[config.mk]
export PLATFORM = sky130hd
export DESIGN_NAME = j_mx_feeder
export DESIGN_NICKNAME = d
export VERILOG_FILES = /design/src/rtl/j_mx_pkg.sv /design/src/rtl/j_piso.sv /design/src/rtl/j_mx_feeder.sv
export SDC_FILE = /design/constraint.sdc
export NUM_CORES = 1
export LEC_CHECK = 0
export CORE_UTILIZATION = 46
export CTS_CLUSTER_DIAMETER = 120
export CTS_CLUSTER_SIZE = 10
export DETAILED_ROUTE_END_ITERATION = 6
export PLACE_DENSITY = 0.86
export SYNTH_ARGS = -nofsm -noshare
export SYNTH_HDL_FRONTEND = slang
export SYNTH_SLANG_ARGS = --single-unit
[constraint.sdc]
create_clock -name clk -period 1.5 [get_ports clk]
set_clock_uncertainty 0.2 [all_clocks]
set_input_delay 0.3 -clock clk [delete_from_list [all_inputs] [get_ports clk]]
set_output_delay 0.3 -clock clk [all_outputs]
set_load 0.03 [all_outputs]
[src/rtl/j_mx_pkg.sv]
// Shared definitions for the j_MX array-edge feeder.
package j_mx_pkg;

  localparam logic CMD_WEIGHT = 1'b0;
  localparam logic CMD_ACT    = 1'b1;
  localparam int   NUM_SLOTS  = 4;

  typedef enum logic [1:0] {
    ST_IDLE   = 2'd0,
    ST_LOAD_W = 2'd1,
    ST_STREAM = 2'd2
  } state_t;

  function automatic int fn_max(input int a, input int b);
    return (a > b) ? a : b;
  endfunction

endpackage

[src/rtl/j_piso.sv]
// Parallel-load shift-out register: DW lanes, one bit per lane per beat,
// with a down-counting beat counter and terminal-count flags.
module j_piso #(
  parameter int DW     = 2,
  parameter int LANE_W = 8,
  parameter int CW     = 3
) (
  input  logic                 clk,
  input  logic                 reset_n,
  input  logic                 i_load,
  input  logic                 i_shift,
  input  logic [DW*LANE_W-1:0] i_lanes,
  input  logic [CW-1:0]        i_beats_m1,
  output logic [DW-1:0]        o_bits,
  output logic [CW-1:0]        o_cnt,
  output logic                 o_last,
  output logic                 o_last_n
);

  logic [DW*LANE_W-1:0] r_sh;
  logic [CW-1:0]        r_cnt;
  logic [CW-1:0]        w_cnt_n;

  // Next beat count: reload on a new command, count down while shifting.
  always_comb begin
    w_cnt_n = r_cnt;
    if (i_load) begin
      w_cnt_n = i_beats_m1;
    end else if (i_shift) begin
      w_cnt_n = r_cnt - CW'(1);
    end
  end

  // Shift register and counter. The whole vector shifts as one, so a lane's
  // top bit picks up its neighbour's LSB; that bit is never reached because a
  // command never shifts more than LANE_W-1 times.
  always_ff @(posedge clk or negedge reset_n) begin
    if (!reset_n) begin
      r_sh  <= '0;
      r_cnt <= '0;
    end else begin
      r_cnt <= w_cnt_n;
      if (i_load) begin
        r_sh <= i_lanes;
      end else if (i_shift) begin
        r_sh <= r_sh >> 1;
      end
    end
  end

  // Current beat: bit 0 of every lane.
  always_comb begin
    o_bits = '0;
    for (int j = 0; j < DW; j++) begin
      o_bits[j] = r_sh[j*LANE_W];
    end
  end

  assign o_cnt    = r_cnt;
  assign o_last   = (r_cnt == '0);
  assign o_last_n = (w_cnt_n == '0);

endmodule

[src/rtl/j_mx_feeder.sv]
// Array-edge transmitter: serializes weight/activation commands onto the
// j_MX cell row bus.
//
//  state     | meaning
//  ----------+-------------------------------------------------------
//  ST_IDLE   | no command in flight, ready for a new one
//  ST_LOAD_W | shifting weight chunks out, update_w_o on every beat
//  ST_STREAM | streaming activation bits, mac_en_o on the current slot
//
// The FSM and shift register run one cycle ahead of the registered bus
// outputs; cmd_ready is high while the final beat is being prepared, so a
// command taken then follows the final beat with no bubble.
module j_mx_feeder
  import j_mx_pkg::*;
#(
  parameter  int DATA_WIDTH = 2,
  parameter  int ACT_BITS   = 8,
  localparam int CMD_W      = fn_max(8, DATA_WIDTH*ACT_BITS)
) (
  input  logic                  clk,
  input  logic                  reset_n,
  input  logic                  cmd_valid,
  output logic                  cmd_ready,
  input  logic                  cmd_type,
  input  logic [CMD_W-1:0]      cmd_data,
  output logic [DATA_WIDTH-1:0] dataflow_o,
  output logic                  update_w_o,
  output logic [NUM_SLOTS-1:0]  clr_and_plus_one_o,
  output logic [NUM_SLOTS-1:0]  mac_en_o,
  output logic                  busy_o
);

  localparam int NW     = 8 / DATA_WIDTH;
  localparam int LANE_W = fn_max(ACT_BITS, NW);
  localparam int CW     = $clog2(LANE_W);
  localparam logic [CW-1:0] W_BEATS_M1 = CW'(NW - 1);
  localparam logic [CW-1:0] A_BEATS_M1 = CW'(ACT_BITS - 1);

  state_t                       r_state, w_state_n;
  logic [1:0]                   r_slot;
  logic                         r_cmd_ready;
  logic [DATA_WIDTH-1:0]        r_dataflow;
  logic                         r_update_w;
  logic [NUM_SLOTS-1:0]         r_clr;
  logic [NUM_SLOTS-1:0]         r_mac_en;
  logic                         r_busy;

  logic                         w_accept, w_load, w_shift, w_ready_n;
  logic [DATA_WIDTH*LANE_W-1:0] w_w_lanes, w_a_lanes, w_lanes;
  logic [CW-1:0]                w_beats_m1, w_cnt;
  logic [DATA_WIDTH-1:0]        w_bits;
  logic                         w_last, w_last_n;
  logic [NUM_SLOTS-1:0]         w_onehot;

  assign w_accept = cmd_valid & r_cmd_ready;
  assign w_onehot = NUM_SLOTS'(1) << r_slot;

  // Arrange the command word into per-lane bit strings. Weight chunk k lands
  // at bit k of every lane so both command types share one shifter.
  always_comb begin
    w_w_lanes = '0;
    w_a_lanes = '0;
    for (int j = 0; j < DATA_WIDTH; j++) begin
      for (int k = 0; k < NW; k++) begin
        w_w_lanes[j*LANE_W+k] = cmd_data[k*DATA_WIDTH+j];
      end
      w_a_lanes[j*LANE_W +: ACT_BITS] = cmd_data[j*ACT_BITS +: ACT_BITS];
    end
  end

  // Next-state, shifter control and next cmd_ready.
  always_comb begin
    w_state_n  = r_state;
    w_load     = 1'b0;
    w_shift    = 1'b0;
    w_beats_m1 = A_BEATS_M1;
    w_lanes    = w_a_lanes;
    if (r_state != ST_IDLE) begin
      if (w_last) begin
        w_state_n = ST_IDLE;
      end else begin
        w_shift = 1'b1;
      end
    end
    if (w_accept) begin
      w_load = 1'b1;
      if (cmd_type == CMD_ACT) begin
        w_state_n = ST_STREAM;
      end else begin
        w_state_n  = ST_LOAD_W;
        w_beats_m1 = W_BEATS_M1;
        w_lanes    = w_w_lanes;
      end
    end
    w_ready_n = (w_state_n == ST_IDLE) | w_last_n;
  end

  j_piso #(
    .DW     (DATA_WIDTH),
    .LANE_W (LANE_W),
    .CW     (CW)
  ) u_piso (
    .clk        (clk),
    .reset_n    (reset_n),
    .i_load     (w_load),
    .i_shift    (w_shift),
    .i_lanes    (w_lanes),
    .i_beats_m1 (w_beats_m1),
    .o_bits     (w_bits),
    .o_cnt      (w_cnt),
    .o_last     (w_last),
    .o_last_n   (w_last_n)
  );

  // State register; the slot advances once per completed activation word.
  always_ff @(posedge clk or negedge reset_n) begin
    if (!reset_n) begin
      r_state <= ST_IDLE;
      r_slot  <= 2'd0;
    end else begin
      r_state <= w_state_n;
      if (r_state == ST_STREAM && w_last) begin
        r_slot <= r_slot + 2'd1;
      end
    end
  end

  // Registered bus outputs for the beat prepared in the current state.
  always_ff @(posedge clk or negedge reset_n) begin
    if (!reset_n) begin
      r_cmd_ready <= 1'b1;
      r_dataflow  <= '0;
      r_update_w  <= 1'b0;
      r_clr       <= '0;
      r_mac_en    <= '0;
      r_busy      <= 1'b0;
    end else begin
      r_cmd_ready <= w_ready_n;
      r_dataflow  <= (r_state != ST_IDLE) ? w_bits : '0;
      r_update_w  <= (r_state == ST_LOAD_W);
      r_mac_en    <= (r_state == ST_STREAM) ? w_onehot : '0;
      r_clr       <= (r_state == ST_STREAM && w_cnt == A_BEATS_M1) ? w_onehot : '0;
      r_busy      <= (r_state != ST_IDLE);
    end
  end

  assign cmd_ready          = r_cmd_ready;
  assign dataflow_o         = r_dataflow;
  assign update_w_o         = r_update_w;
  assign clr_and_plus_one_o = r_clr;
  assign mac_en_o           = r_mac_en;
  assign busy_o             = r_busy;

endmodule
==> qor.yml, run 1 <==
r2r-end: "u_piso.o_cnt[2]"
setup_viol: 20
ioPinCount: 33
start_util_pct: 50.04
synth_nets: 187
numPortBuffers: 32
wl_um: 4448
syn-mean-instance-area_um2: 10.85
dpl.hpwl_um: 2812
synth_cell_types: 36
max_cap_viol_count: 0
worstSetupPathType: "flop to flop"
cp.arrival_ns: 1.57
hp-class: "input pin to asynchronous set/reset pin"
yosysWarnings: 0
rsz0062_at_grt: "yes"
cp_max_fo: 2
vias: 1522
die_w_um: 63.42
routedWlPerCell_um: 16.78
antenna_found_initial: 0
die-area_um2: 4022
route.met2.wl_um: 2252
cts_tree: "yes"
fp.dieH_um: 63.42
diodes: 0
violations: "setup timing"
mostFrequentLayoutCell: "dfrtp_1"
dr.first_iter.drc_count: 175
track_usage_pct: 24.05
path_clk_slew_ns: 0.07
cts-root-buf: "clkbuf_8"
place_ws_ns: -0.3533
yosysSeqAreaShare_pct: 51.98
rows: 21
nets: 245
cts_buffers: 5
status: "finished with violations"
route.detailed.drc: 0
fmax_ghz: 0.6274
hold_buffers: 0
wl_met1_um: 1743
grt-ovfl-total: 0
syn_to_final_growth_pct: 43.11
firstDrtPassIters: 4
fin_ws_ns: -0.09376
crit_family: "buffers and inverters"
wl_met3_um: 279
htreeDepth: 2
path_depth: 8
finalHoldViolations: 0
rrSetupSlack_ns: -0.09
slowest_stage: "dfrtp_1"
grt_pass1_vias: 1493
synth_area_um2: 1735
endpoint: "u_piso.o_cnt[2]"
critPathLaunchType: "flop"
period_share_pct: 106.3
r2r-start: "u_piso.o_cnt[0]"
final_core_util_pct: 71.61
synth-seq-cells: 36
p_leak_nw: 1.102
top_layer_used: "met4"
crit_start: "u_piso.o_cnt[0]"
cp-end-kind: "flop"
via_per_inst: 5.743
slew_viol_final: 0
syn-instance-count: 160
rr_worst_depth: 8
slew_headroom_pct: 79.25
cts.sinks: 36
worst-slew-pin-transition_ns: 0.3112
final_cell_mix: "33 x dfrtp_1, 21 x buf_4, 19 x clkdlybuf4s50_1"
core_um2: 3468
crit_required_ns: 1.47
grt_start_max_net_pins: 37
pwr_density_cell_nw_per_um2: 1891
fin_crit_ns: 1.594
cp_common_cell: "buf_4"
gp_congestion: 0.7827
ant_nets: 0
ir_drop_uv: 969.3
path_cells: "inv_2, buf_6, ha_4, o21ai_2, buf_4, buf_4, a21oi_4, a21oi_2"
crit_buf_inv: 4
clk_latency_ns: 0.29
critPathMaxStageDelay_ns: 0.40
cts_max_path_buffers: 2
drive_above_1_share_pct: 35.16
grt_pass1_wl_um: 7217
-- cell usage after synthesis (all sizes together) --
| master | count | share of area, % |
|---|---|---|
| dfrtp | 35 | 50 |
| o211ai | 19 | 8.8 |
| nand2 | 15 | 3.4 |
| nand3 | 12 | 3.5 |
| buf | 10 | 3.9 |
| nand4 | 9 | 3.2 |
| and2 | 8 | 2.9 |
| ha | 7 | 5.0 |
| nor2b | 6 | 2.7 |
| o21ai | 6 | 1.9 |
| inv | 5 | 1.2 |
| a21oi | 4 | 1.2 |
| mux2i | 4 | 2.3 |
| nand2b | 4 | 1.6 |
| nor2 | 4 | 1.4 |
| o221ai | 4 | 2.0 |
| xnor2 | 2 | 1.0 |
| a31o | 1 | 0.50 |
| a31oi | 1 | 0.36 |
| and3 | 1 | 0.36 |
| dfstp | 1 | 1.5 |
| nor3 | 1 | 0.29 |
| or3 | 1 | 0.36 |
-- sequential cells by signal, indices dropped and copies added, names as in the netlist --
register / cells
busy_o: 1
clr_and_plus_one_o: 4
cmd_ready: 1
dataflow_o: 2
mac_en_o: 4
r_slot: 2
r_state: 2
u_piso.o_cnt: 3
u_piso.r_sh: 16
update_w_o: 1
-- stage by stage --
stage | TNS, ns | hold WS (ns) | std cells | cell area, µm² | power [mW]
after floorplan | 0 | -0.1956 | 160 | 1754 | 2.830
after global placement | -3.968 | 0.2653 | 250 | 2268 | 3.508
after detailed placement | -4.934 | 0.2992 | 250 | 2268 | 3.620
after CTS | -0.1514 | 0.1790 | 262 | 2452 | 4.500
after global routing | -1.979 | 0.1796 | 265 | 2484 | 4.972
final | -0.7493 | 0.1743 | 265 | 2484 | 4.696
-- worst register-to-register path: stages (launching register included) --
cell and delay [ns]:
dfrtp_1 0.40, inv_2 0.10, buf_6 0.12, ha_4 0.13
o21ai_2 0.06, buf_4 0.13, buf_4 0.13, a21oi_4 0.15
a21oi_2 0.06
-- area by class of cell --
cell class	instances	area, µm²
Clock buffer	8	90.09
Fill cell	230	984.7
Inverter	5	21.27
Multi-Input combinational cell	109	828.3
Sequential cell	36	904.6
Tap cell	46	57.56
Timing Repair Buffer	61	581.8
-- cell families after synthesis --
kind of cell / Yosys count / synth area share, %
adders and majority gates: 7 / 5.047
xor gates and xnor gates: 2 / 1.010
DFF: 36 / 51.98
and+or+nand+nor: 61 / 19.76
muxes: 4 / 2.307
buffers and inverters: 15 / 5.119
AOI/OAI and AO/OA: 35 / 14.78
-- per-layer routing --
| layer | global-route usage [%] | up-vias |
|---|---|---|
| li1 | - | 694 |
| met5 | 0 | - |
| met1 | 29.06 | 733 |
| met2 | 38.30 | 77 |
| met4 | 13.92 | 0 |
| met3 | 6.522 | 18 |
-- what timing repair did --
action,CTS,global route
setup buffers,4,3
endpoints found under the hold margin,0,0
resized for setup,39,17
pin swaps,12,11
setup endpoints to repair,32,29
-- worst min-delay path by stage --
stage	start	slack [ns]	endpoint
6_report	reset_n	0.17	r_state[0]
3_5_place_dp	u_piso.r_sh[0]	0.30	dataflow_o[0]
3_3_place_gp	u_piso.r_sh[0]	0.27	dataflow_o[0]
2_1_floorplan	reset_n	-0.20	busy_o
4_1_cts	reset_n	0.18	r_state[0]
5_1_grt	reset_n	0.18	u_piso.r_sh[10]
-- report_power, final --
group	internal [mW]	total, mW	switching (mW)
registers	1.33	1.58	0.247
clock network	0.374	0.709	0.334
logic	1.13	2.41	1.28
total	2.84	4.70	1.86
Note: power is estimated with default switching activity, not from simulation.
==> inputs of run 2 (changes only) <==
--- a/config.mk
+++ b/config.mk
@@ -10,6 +10,7 @@
 export CTS_CLUSTER_SIZE = 10
 export DETAILED_ROUTE_END_ITERATION = 6
 export PLACE_DENSITY = 0.86
+export SLEW_MARGIN = 5
 export SYNTH_ARGS = -nofsm -noshare
 export SYNTH_HDL_FRONTEND = slang
 export SYNTH_SLANG_ARGS = --single-unit
==> results of run 2 <==
No change in the layout: final DEF, timing and power equal those of run 1.
